**src/rtl/decode_stage_hz_if.sv**
```systemverilog
// rtl/decode_stage_hz_if.sv - Decode-stage bundle: IF/ID inputs, WB/EX/MEM feedback, hazard/branch and ID/EX outputs
//
// Purpose : groups every decode-stage signal except clk/rst into one interface.
// Modports: master - pipeline side (drives i_*, observes o_*)
//           slave  - decode stage (observes i_*, drives o_*)
// Signals : i_instruction/i_pc/i_valid (IF/ID), i_stall_ext, WB write port
//           (i_write_enable/i_w_dir/i_w_data), EX feedback (i_rd_ex/i_wr_ex/
//           i_memrd_ex/i_data_ex), MEM feedback (i_rd_mem/i_wr_mem/i_data_mem),
//           combinational o_stall_if/o_flush_if/o_branch_taken/o_branch_target,
//           registered ID/EX fields and o_registers_debug.
interface decode_stage_hz_if #(
  parameter int SIZE          = 32,
  parameter int NUM_REGISTERS = 32,
  parameter int SIZE_OP       = 6
);
  localparam int SIZE_REG_DIR = $clog2(NUM_REGISTERS);

  logic [SIZE-1:0]               i_instruction;
  logic [SIZE-1:0]               i_pc;
  logic                          i_valid;
  logic                          i_stall_ext;
  logic                          i_write_enable;
  logic [SIZE_REG_DIR-1:0]       i_w_dir;
  logic [SIZE-1:0]               i_w_data;
  logic [SIZE_REG_DIR-1:0]       i_rd_ex;
  logic                          i_wr_ex;
  logic                          i_memrd_ex;
  logic [SIZE-1:0]               i_data_ex;
  logic [SIZE_REG_DIR-1:0]       i_rd_mem;
  logic                          i_wr_mem;
  logic [SIZE-1:0]               i_data_mem;

  logic                          o_stall_if;
  logic                          o_flush_if;
  logic                          o_branch_taken;
  logic [SIZE-1:0]               o_branch_target;
  logic                          o_valid;
  logic [SIZE_OP-1:0]            o_op;
  logic [SIZE-1:0]               o_reg_A;
  logic [SIZE-1:0]               o_reg_B;
  logic [SIZE-1:0]               o_immediate;
  logic [SIZE_REG_DIR-1:0]       o_dir_rs;
  logic [SIZE_REG_DIR-1:0]       o_dir_rt;
  logic [SIZE_REG_DIR-1:0]       o_dir_rd;
  logic [SIZE-1:0]               o_pc;
  logic [SIZE*NUM_REGISTERS-1:0] o_registers_debug;

  modport master (
    output i_instruction, i_pc, i_valid, i_stall_ext,
           i_write_enable, i_w_dir, i_w_data,
           i_rd_ex, i_wr_ex, i_memrd_ex, i_data_ex,
           i_rd_mem, i_wr_mem, i_data_mem,
    input  o_stall_if, o_flush_if, o_branch_taken, o_branch_target,
           o_valid, o_op, o_reg_A, o_reg_B, o_immediate,
           o_dir_rs, o_dir_rt, o_dir_rd, o_pc, o_registers_debug
  );

  modport slave (
    input  i_instruction, i_pc, i_valid, i_stall_ext,
           i_write_enable, i_w_dir, i_w_data,
           i_rd_ex, i_wr_ex, i_memrd_ex, i_data_ex,
           i_rd_mem, i_wr_mem, i_data_mem,
    output o_stall_if, o_flush_if, o_branch_taken, o_branch_target,
           o_valid, o_op, o_reg_A, o_reg_B, o_immediate,
           o_dir_rs, o_dir_rt, o_dir_rd, o_pc, o_registers_debug
  );
endinterface

```
**src/rtl/decode_stage_hz.sv**
```systemverilog
// rtl/decode_stage_hz.sv - Pipeline decode stage with register file, forwarding, load-use stall and ID branch resolution
//
// Purpose: decodes the IF/ID instruction, reads/forwards operands, detects
//          load-use hazards, resolves BEQ/BNE/J in ID and registers ID/EX.
// Ports  : clk - rising-edge clock
//          rst - asynchronous active-low reset
//          bus - decode_stage_hz_if slave modport (all data/control signals)
module decode_stage_hz #(
  parameter int SIZE          = 32,
  parameter int NUM_REGISTERS = 32,
  parameter int SIZE_OP       = 6
) (
  input  logic             clk,
  input  logic             rst,
  decode_stage_hz_if.slave bus
);
  localparam int SIZE_REG_DIR = $clog2(NUM_REGISTERS);

  localparam logic [5:0] OP_BEQ = 6'b000100;
  localparam logic [5:0] OP_BNE = 6'b000101;
  localparam logic [5:0] OP_J   = 6'b000010;

  logic [SIZE-1:0] rf [NUM_REGISTERS];

  // Instruction fields
  logic [5:0]              op_raw;
  logic [SIZE_OP-1:0]      op;
  logic [SIZE_REG_DIR-1:0] rs, rt, rd;
  logic [SIZE-1:0]         imm;

  assign op_raw = bus.i_instruction[31:26];
  assign op     = SIZE_OP'(bus.i_instruction[31:26]);
  assign rs     = SIZE_REG_DIR'(bus.i_instruction[25:21]);
  assign rt     = SIZE_REG_DIR'(bus.i_instruction[20:16]);
  assign rd     = SIZE_REG_DIR'(bus.i_instruction[15:11]);
  assign imm    = {{(SIZE-16){bus.i_instruction[15]}}, bus.i_instruction[15:0]};

  // Operand read: register 0 is hardwired, then EX (only when its result is
  // already computed, i.e. not a load) beats MEM beats the register file,
  // whose read sees a same-cycle WB write.
  logic [SIZE-1:0] val_a, val_b;

  always_comb begin
    val_a = rf[rs];
    if (bus.i_write_enable && bus.i_w_dir == rs) val_a = bus.i_w_data;
    if (bus.i_wr_mem && bus.i_rd_mem == rs) val_a = bus.i_data_mem;
    if (bus.i_wr_ex && !bus.i_memrd_ex && bus.i_rd_ex == rs) val_a = bus.i_data_ex;
    if (rs == '0) val_a = '0;

    val_b = rf[rt];
    if (bus.i_write_enable && bus.i_w_dir == rt) val_b = bus.i_w_data;
    if (bus.i_wr_mem && bus.i_rd_mem == rt) val_b = bus.i_data_mem;
    if (bus.i_wr_ex && !bus.i_memrd_ex && bus.i_rd_ex == rt) val_b = bus.i_data_ex;
    if (rt == '0) val_b = '0;
  end

  // A load still in EX has no data to forward, so its consumer must wait.
  logic hazard;
  assign hazard = bus.i_valid && bus.i_memrd_ex && bus.i_wr_ex && (bus.i_rd_ex != '0)
                  && ((bus.i_rd_ex == rs) || (bus.i_rd_ex == rt));

  // Branch resolution; held off whenever the instruction cannot advance.
  logic [SIZE-1:0] pc_plus1;
  logic            resolve;
  logic            taken;
  logic [SIZE-1:0] target;

  assign pc_plus1 = bus.i_pc + SIZE'(1);
  assign resolve  = bus.i_valid && !hazard && !bus.i_stall_ext;

  always_comb begin
    taken  = 1'b0;
    target = '0;
    if (resolve) begin
      unique case (op_raw)
        OP_BEQ: begin
          taken  = (val_a == val_b);
          target = pc_plus1 + imm;
        end
        OP_BNE: begin
          taken  = (val_a != val_b);
          target = pc_plus1 + imm;
        end
        OP_J: begin
          taken  = 1'b1;
          target = {pc_plus1[SIZE-1:26], bus.i_instruction[25:0]};
        end
        default: ;
      endcase
    end
    if (!taken) target = '0;
  end

  // During reset every output reads 0, including the combinational ones.
  assign bus.o_stall_if      = rst && (bus.i_stall_ext || hazard);
  assign bus.o_branch_taken  = rst && taken;
  assign bus.o_flush_if      = rst && taken;
  assign bus.o_branch_target = rst ? target : '0;

  // Register file: WB writes are never stalled.
  always_ff @(posedge clk or negedge rst) begin
    if (!rst) begin
      for (int i = 0; i < NUM_REGISTERS; i++) rf[i] <= '0;
    end else if (bus.i_write_enable && bus.i_w_dir != '0) begin
      rf[bus.i_w_dir] <= bus.i_w_data;
    end
  end

  always_comb begin
    bus.o_registers_debug = '0;
    for (int i = 0; i < NUM_REGISTERS; i++) bus.o_registers_debug[SIZE*i +: SIZE] = rf[i];
  end

  // ID/EX register: external stall holds, hazard inserts a bubble, else load.
  logic                    valid_q;
  logic [SIZE_OP-1:0]      op_q;
  logic [SIZE-1:0]         a_q, b_q, imm_q, pc_q;
  logic [SIZE_REG_DIR-1:0] rs_q, rt_q, rd_q;

  always_ff @(posedge clk or negedge rst) begin
    if (!rst) begin
      valid_q <= 1'b0;
      op_q    <= '0;
      a_q     <= '0;
      b_q     <= '0;
      imm_q   <= '0;
      rs_q    <= '0;
      rt_q    <= '0;
      rd_q    <= '0;
      pc_q    <= '0;
    end else if (bus.i_stall_ext) begin
      valid_q <= valid_q;
    end else if (hazard) begin
      valid_q <= 1'b0;
      op_q    <= '0;
      a_q     <= '0;
      b_q     <= '0;
      imm_q   <= '0;
      rs_q    <= '0;
      rt_q    <= '0;
      rd_q    <= '0;
      pc_q    <= '0;
    end else begin
      valid_q <= bus.i_valid;
      op_q    <= op;
      a_q     <= val_a;
      b_q     <= val_b;
      imm_q   <= imm;
      rs_q    <= rs;
      rt_q    <= rt;
      rd_q    <= rd;
      pc_q    <= bus.i_pc;
    end
  end

  assign bus.o_valid     = valid_q;
  assign bus.o_op        = op_q;
  assign bus.o_reg_A     = a_q;
  assign bus.o_reg_B     = b_q;
  assign bus.o_immediate = imm_q;
  assign bus.o_dir_rs    = rs_q;
  assign bus.o_dir_rt    = rt_q;
  assign bus.o_dir_rd    = rd_q;
  assign bus.o_pc        = pc_q;
endmodule

```
**src/flat_wrapper.sv**
```systemverilog
// flat-port wrapper written by rule: the top's interface ports become plain ports
module decode_stage_hz_flat 
#(
  parameter int SIZE          = 32,
  parameter int NUM_REGISTERS = 32,
  parameter int SIZE_OP       = 6
)
  (clk, rst, bus_i_instruction, bus_i_pc, bus_i_valid, bus_i_stall_ext, bus_i_write_enable, bus_i_w_dir, bus_i_w_data, bus_i_rd_ex, bus_i_wr_ex, bus_i_memrd_ex, bus_i_data_ex, bus_i_rd_mem, bus_i_wr_mem, bus_i_data_mem, bus_o_stall_if, bus_o_flush_if, bus_o_branch_taken, bus_o_branch_target, bus_o_valid, bus_o_op, bus_o_reg_A, bus_o_reg_B, bus_o_immediate, bus_o_dir_rs, bus_o_dir_rt, bus_o_dir_rd, bus_o_pc, bus_o_registers_debug);
  decode_stage_hz_if #(.SIZE(SIZE), .NUM_REGISTERS(NUM_REGISTERS), .SIZE_OP(SIZE_OP)) bus_i ();
  input  logic clk;
  input  logic rst;
  input wire logic [$bits(bus_i.i_instruction)-1:0] bus_i_instruction;
  input wire logic [$bits(bus_i.i_pc)-1:0] bus_i_pc;
  input wire logic [$bits(bus_i.i_valid)-1:0] bus_i_valid;
  input wire logic [$bits(bus_i.i_stall_ext)-1:0] bus_i_stall_ext;
  input wire logic [$bits(bus_i.i_write_enable)-1:0] bus_i_write_enable;
  input wire logic [$bits(bus_i.i_w_dir)-1:0] bus_i_w_dir;
  input wire logic [$bits(bus_i.i_w_data)-1:0] bus_i_w_data;
  input wire logic [$bits(bus_i.i_rd_ex)-1:0] bus_i_rd_ex;
  input wire logic [$bits(bus_i.i_wr_ex)-1:0] bus_i_wr_ex;
  input wire logic [$bits(bus_i.i_memrd_ex)-1:0] bus_i_memrd_ex;
  input wire logic [$bits(bus_i.i_data_ex)-1:0] bus_i_data_ex;
  input wire logic [$bits(bus_i.i_rd_mem)-1:0] bus_i_rd_mem;
  input wire logic [$bits(bus_i.i_wr_mem)-1:0] bus_i_wr_mem;
  input wire logic [$bits(bus_i.i_data_mem)-1:0] bus_i_data_mem;
  output wire logic [$bits(bus_i.o_stall_if)-1:0] bus_o_stall_if;
  output wire logic [$bits(bus_i.o_flush_if)-1:0] bus_o_flush_if;
  output wire logic [$bits(bus_i.o_branch_taken)-1:0] bus_o_branch_taken;
  output wire logic [$bits(bus_i.o_branch_target)-1:0] bus_o_branch_target;
  output wire logic [$bits(bus_i.o_valid)-1:0] bus_o_valid;
  output wire logic [$bits(bus_i.o_op)-1:0] bus_o_op;
  output wire logic [$bits(bus_i.o_reg_A)-1:0] bus_o_reg_A;
  output wire logic [$bits(bus_i.o_reg_B)-1:0] bus_o_reg_B;
  output wire logic [$bits(bus_i.o_immediate)-1:0] bus_o_immediate;
  output wire logic [$bits(bus_i.o_dir_rs)-1:0] bus_o_dir_rs;
  output wire logic [$bits(bus_i.o_dir_rt)-1:0] bus_o_dir_rt;
  output wire logic [$bits(bus_i.o_dir_rd)-1:0] bus_o_dir_rd;
  output wire logic [$bits(bus_i.o_pc)-1:0] bus_o_pc;
  output wire logic [$bits(bus_i.o_registers_debug)-1:0] bus_o_registers_debug;
  assign bus_i.i_instruction = bus_i_instruction;
  assign bus_i.i_pc = bus_i_pc;
  assign bus_i.i_valid = bus_i_valid;
  assign bus_i.i_stall_ext = bus_i_stall_ext;
  assign bus_i.i_write_enable = bus_i_write_enable;
  assign bus_i.i_w_dir = bus_i_w_dir;
  assign bus_i.i_w_data = bus_i_w_data;
  assign bus_i.i_rd_ex = bus_i_rd_ex;
  assign bus_i.i_wr_ex = bus_i_wr_ex;
  assign bus_i.i_memrd_ex = bus_i_memrd_ex;
  assign bus_i.i_data_ex = bus_i_data_ex;
  assign bus_i.i_rd_mem = bus_i_rd_mem;
  assign bus_i.i_wr_mem = bus_i_wr_mem;
  assign bus_i.i_data_mem = bus_i_data_mem;
  assign bus_o_stall_if = bus_i.o_stall_if;
  assign bus_o_flush_if = bus_i.o_flush_if;
  assign bus_o_branch_taken = bus_i.o_branch_taken;
  assign bus_o_branch_target = bus_i.o_branch_target;
  assign bus_o_valid = bus_i.o_valid;
  assign bus_o_op = bus_i.o_op;
  assign bus_o_reg_A = bus_i.o_reg_A;
  assign bus_o_reg_B = bus_i.o_reg_B;
  assign bus_o_immediate = bus_i.o_immediate;
  assign bus_o_dir_rs = bus_i.o_dir_rs;
  assign bus_o_dir_rt = bus_i.o_dir_rt;
  assign bus_o_dir_rd = bus_i.o_dir_rd;
  assign bus_o_pc = bus_i.o_pc;
  assign bus_o_registers_debug = bus_i.o_registers_debug;
  decode_stage_hz #(.SIZE(SIZE), .NUM_REGISTERS(NUM_REGISTERS), .SIZE_OP(SIZE_OP)) u_core (.clk(clk), .rst(rst), .bus(bus_i));
endmodule
```
**config.mk**
```make
export PLATFORM = sky130hd
export DESIGN_NAME = decode_stage_hz_flat
export DESIGN_NICKNAME = d
export VERILOG_FILES = /design/src/rtl/decode_stage_hz_if.sv /design/src/rtl/decode_stage_hz.sv /design/src/flat_wrapper.sv
export SDC_FILE = /design/constraint.sdc
export NUM_CORES = 2
export LEC_CHECK = 0
export ABC_AREA = 1
export CAP_MARGIN = 20
export CORE_AREA = 2 2 543 545
export CTS_BUF_LIST = sky130_fd_sc_hd__clkbuf_4
export DETAILED_ROUTE_END_ITERATION = 7
export DIE_AREA = 0 0 545 547
export REMOVE_ABC_BUFFERS = 1
export SETUP_SLACK_MARGIN = 0.15
export SLEW_MARGIN = 5
export SYNTH_ARGS = -nofsm -noshare
export SYNTH_HDL_FRONTEND = slang
export SYNTH_SLANG_ARGS = --single-unit
```
**constraint.sdc**
```tcl
create_clock -name clk -period 12.3 [get_ports clk]
set_input_delay 1.845 -clock clk [delete_from_list [all_inputs] [get_ports clk]]
set_output_delay 1.845 -clock clk [all_outputs]
set_load 0.02 [all_outputs]
```
==> impl_metrics.yaml <==
run_status:
  status: "finished with violations"
  violations: "design-rule violations"
hold_path:
  hold_end: "u_core.bus.o_registers_debug[16]"
  hold_path_class: "reg -> reg"
  hold_start: "u_core.bus.o_registers_debug[16]"
  worstHoldPathCells: 0
cts:
  cts_inserted_buffers: 356
  post_cts.repair.setup_buffers: 0
  cts_root_buffer: "clkbuf_4"
  clkTransAtPathRegs_ns: 0.06
  cts_resized: 0
  clkLatencyLatePin_ns: 1.40
  clock_sinks: 1153
  cts_max_path_buffers: 4
  h-tree-depth: 5
  cts_tree: "built"
  ctsHoldBuffers: 0
route:
  wire_per_inst_um: 30.6
  drtIter0Drc: 10800
  via_per_inst: 5.20
  drt-met1-wl_um: 173000
  dr_wl_met3_um: 61600
  met2_length_um: 195000
  firstDrtPassIters: 8
  drc: 5
  top_layer_used: "met5"
  vias: 79000
  routed_wl_um: 465000
  ant_nets: 0
worst_setup_path:
  worst-setup-path-type: "in -> out"
  worstPathArrival_ns: 7.52
  crit_fanout: 77
  r2r-end: "u_core.bus.o_reg_B[28]"
  r2r-start: "u_core.bus.o_registers_debug[700]"
  crit_start: "bus_i_instruction[21]"
  reg2reg_slack_ns: 9.84
  cp.required_ns: 10.45
  r2r.worst_path.cells: 12
  cp-start-kind: "input pin"
  crit_path_end_kind: "primary output"
sta:
  hold_violations: 0
  rsz0062_at_grt: "false"
  fin_crit_ns: 9.36
  setup_violations: 0
  skew_ns: 0.102
  tightest_slew_ns: 1.20
  period_share_pct: 76.1
  max_freq_mhz: 107
  slew_violations: 0
  slew_headroom_pct: 20.3
yosys:
  ys.warnings.count: 0
  synth_edf_count: 0
  yosys_register_bits: 1153
  synth_cell_types: 44
  syn_avg_cell_area_um2: 6.89
  syn_inst: 9890
  synth_area_um2: 68200
  synthFlopType: "dfrtp_1"
  ys_async_sr_fraction_pct: 100
  ys_seq_area_share_pct: 42.3
placed_design:
  placedInstanceArea_um2: 85300
  dp_hpwl_um: 336000
  port_buffers: 1391
  routabilityCongestion: 0.927
global_route:
  grt_first_pass_wirelength_um: 622000
  grt-ovfl-total: 0
  grt_max_degree: 199
  grt_pass1_vias: 72100
  antenna_found_initial: 56
  grtUsageTotal_pct: 30.0
layout:
  postLayoutCellArea_um2: 89900
  nNetsFinal: 11200
  area_growth_pct: 31.9
  drive_above_1_share_pct: 7.46
  fin_util_pct: 30.7
floorplan:
  dieArea_um2: 298000
  num_io_pins: 1392
  die_h_um: 547
  die_w_um: 545
  rows: 199
  core_um2: 293000
  start_util_pct: 23.3
pwr:
  power.leakage_uw: 0.0399
  cellPowerDensity_nw_per_um2: 168
  vdd_ir_drop_max_mv: 0.101
job:
  cap_violations: 0
[registers in the layout, indices dropped and copies added, names as in the netlist]
name / count
u_core.bus.o_reg_A: 32
u_core.bus.o_immediate: 12
u_core.bus.o_reg_B: 32
u_core.bus.o_dir_rt: 5
u_core.bus.o_dir_rd: 4
u_core.bus.o_valid: 1
u_core.bus.o_pc: 32
u_core.bus.o_dir_rs: 5
u_core.bus.o_registers_debug: 1024
u_core.bus.o_op: 6
[report_power, final]
group | total [uW] | switching (uW) | internal [uW]
Clock | 4010 | 2040 | 1980
Sequential | 5450 | 926 | 4530
Combinational | 5610 | 3580 | 2030
Total | 15100 | 6540 | 8530
[placed cells by master, fill, tap and decap left out, types with 75 or more instances in the layout]
cell / n
a21oi_1: 644
buf_4: 170
clkbuf_4: 507
clkdlybuf4s50_1: 1379
clkinv_1: 75
dfrtp_1: 1153
inv_1: 793
nand2_1: 3059
nand3_1: 1056
nor2_1: 425
o211ai_1: 334
o21ai_0: 1291
[synthesized netlist by cell type, drive strengths merged (9+ instances only)]
| library cell | number | area [um^2] |
|---|---|---|
| buf | 365 | 1890 |
| nor4 | 9 | 71.3 |
| nand4 | 20 | 125 |
| nand3 | 1063 | 5330 |
| clkbuf | 479 | 1800 |
| xor2 | 31 | 272 |
| o22ai | 17 | 106 |
| o211ai | 334 | 2510 |
| inv | 810 | 3040 |
| a21oi | 644 | 3220 |
| nand2 | 3074 | 11600 |
| o21ai | 1319 | 6610 |
| dfrtp | 1153 | 28900 |
| nor3 | 17 | 85.1 |
| ha | 38 | 475 |
| nor2 | 472 | 1860 |
| a22o | 17 | 149 |
[how the worst max path moves through the flow]
| stage | to | slack, ns | cells after the start |
|---|---|---|---|
| 6_report | bus_o_branch_target[1] | 2.94 | 21 |
| 4_1_cts | bus_o_branch_target[1] | 2.83 | 21 |
| 2_1_floorplan | bus_o_branch_target[0] | -1.49 | 11 |
| 5_1_grt | bus_o_branch_target[1] | 2.68 | 21 |
| 3_5_place_dp | bus_o_branch_target[1] | 2.84 | 21 |
| 3_3_place_gp | bus_o_branch_target[0] | 2.81 | 21 |
[layout make-up]
class	instances	area, um^2
tap	3919	4900
timing repair buffer	1581	15700
inverter	811	3100
sequential	1153	28900
antenna	43	108
multi-input combinational	7082	32900
fill	31800	203000
clock inverter	107	616
clock buffer	507	3810
[metal layers]
layer,track usage [%],vias up
li1,-,34800
met4,20.5,18
met2,43.6,5532
met3,11.3,1203
met5,0,-
met1,36.5,37500
[stage by stage]
step                power [uW]  std cells  hold slack, ns  setup TNS [ns]  worst slack [ns]
global placement         11000      14500           0.398               0              2.81
finish                   15100      15200           0.413               0              2.94
detailed placement       11000      14500           0.395               0              2.84
CTS                      15100      15200           0.279               0              2.83
floorplan                 7560       9046           0.512          -49.95             -1.49
global route             15800      15200           0.335               0              2.68
[logic make-up (layout without fill, tap and decap cells)]
group                      Yosys count  after routing  share of synthesized area (%)
AOI/OAI and AO/OA                 2346           2346                           18.6
xor gates and xnor gates            34             34                          0.437
adders and majority gates           39             39                          0.727
buffers and inverters             1655           3006                           9.88
DFF                               1153           1153                           42.3
other                                0             43                              0
and+or+nand+nor                   4663           4663                           28.0
[critical path, cell delays in order]
cell,delay [ns]
buf_8,0.22
inv_8,0.52
o22ai_1,0.21
nor2_1,0.14
nand2_1,0.09
nor2_4,0.51
buf_4,0.44
buf_4,0.33
a21oi_1,0.14
a21oi_1,0.18
nand2_1,0.06
nand2_1,0.18
nand2_1,0.21
nor2_1,0.18
nand2_1,0.07
nor2_1,0.32
nand3_1,0.15
nand3_2,0.15
nand2_4,0.30
nor2_1,0.20
clkdlybuf4s50_1,0.64
(Power assumes the default switching activity.)
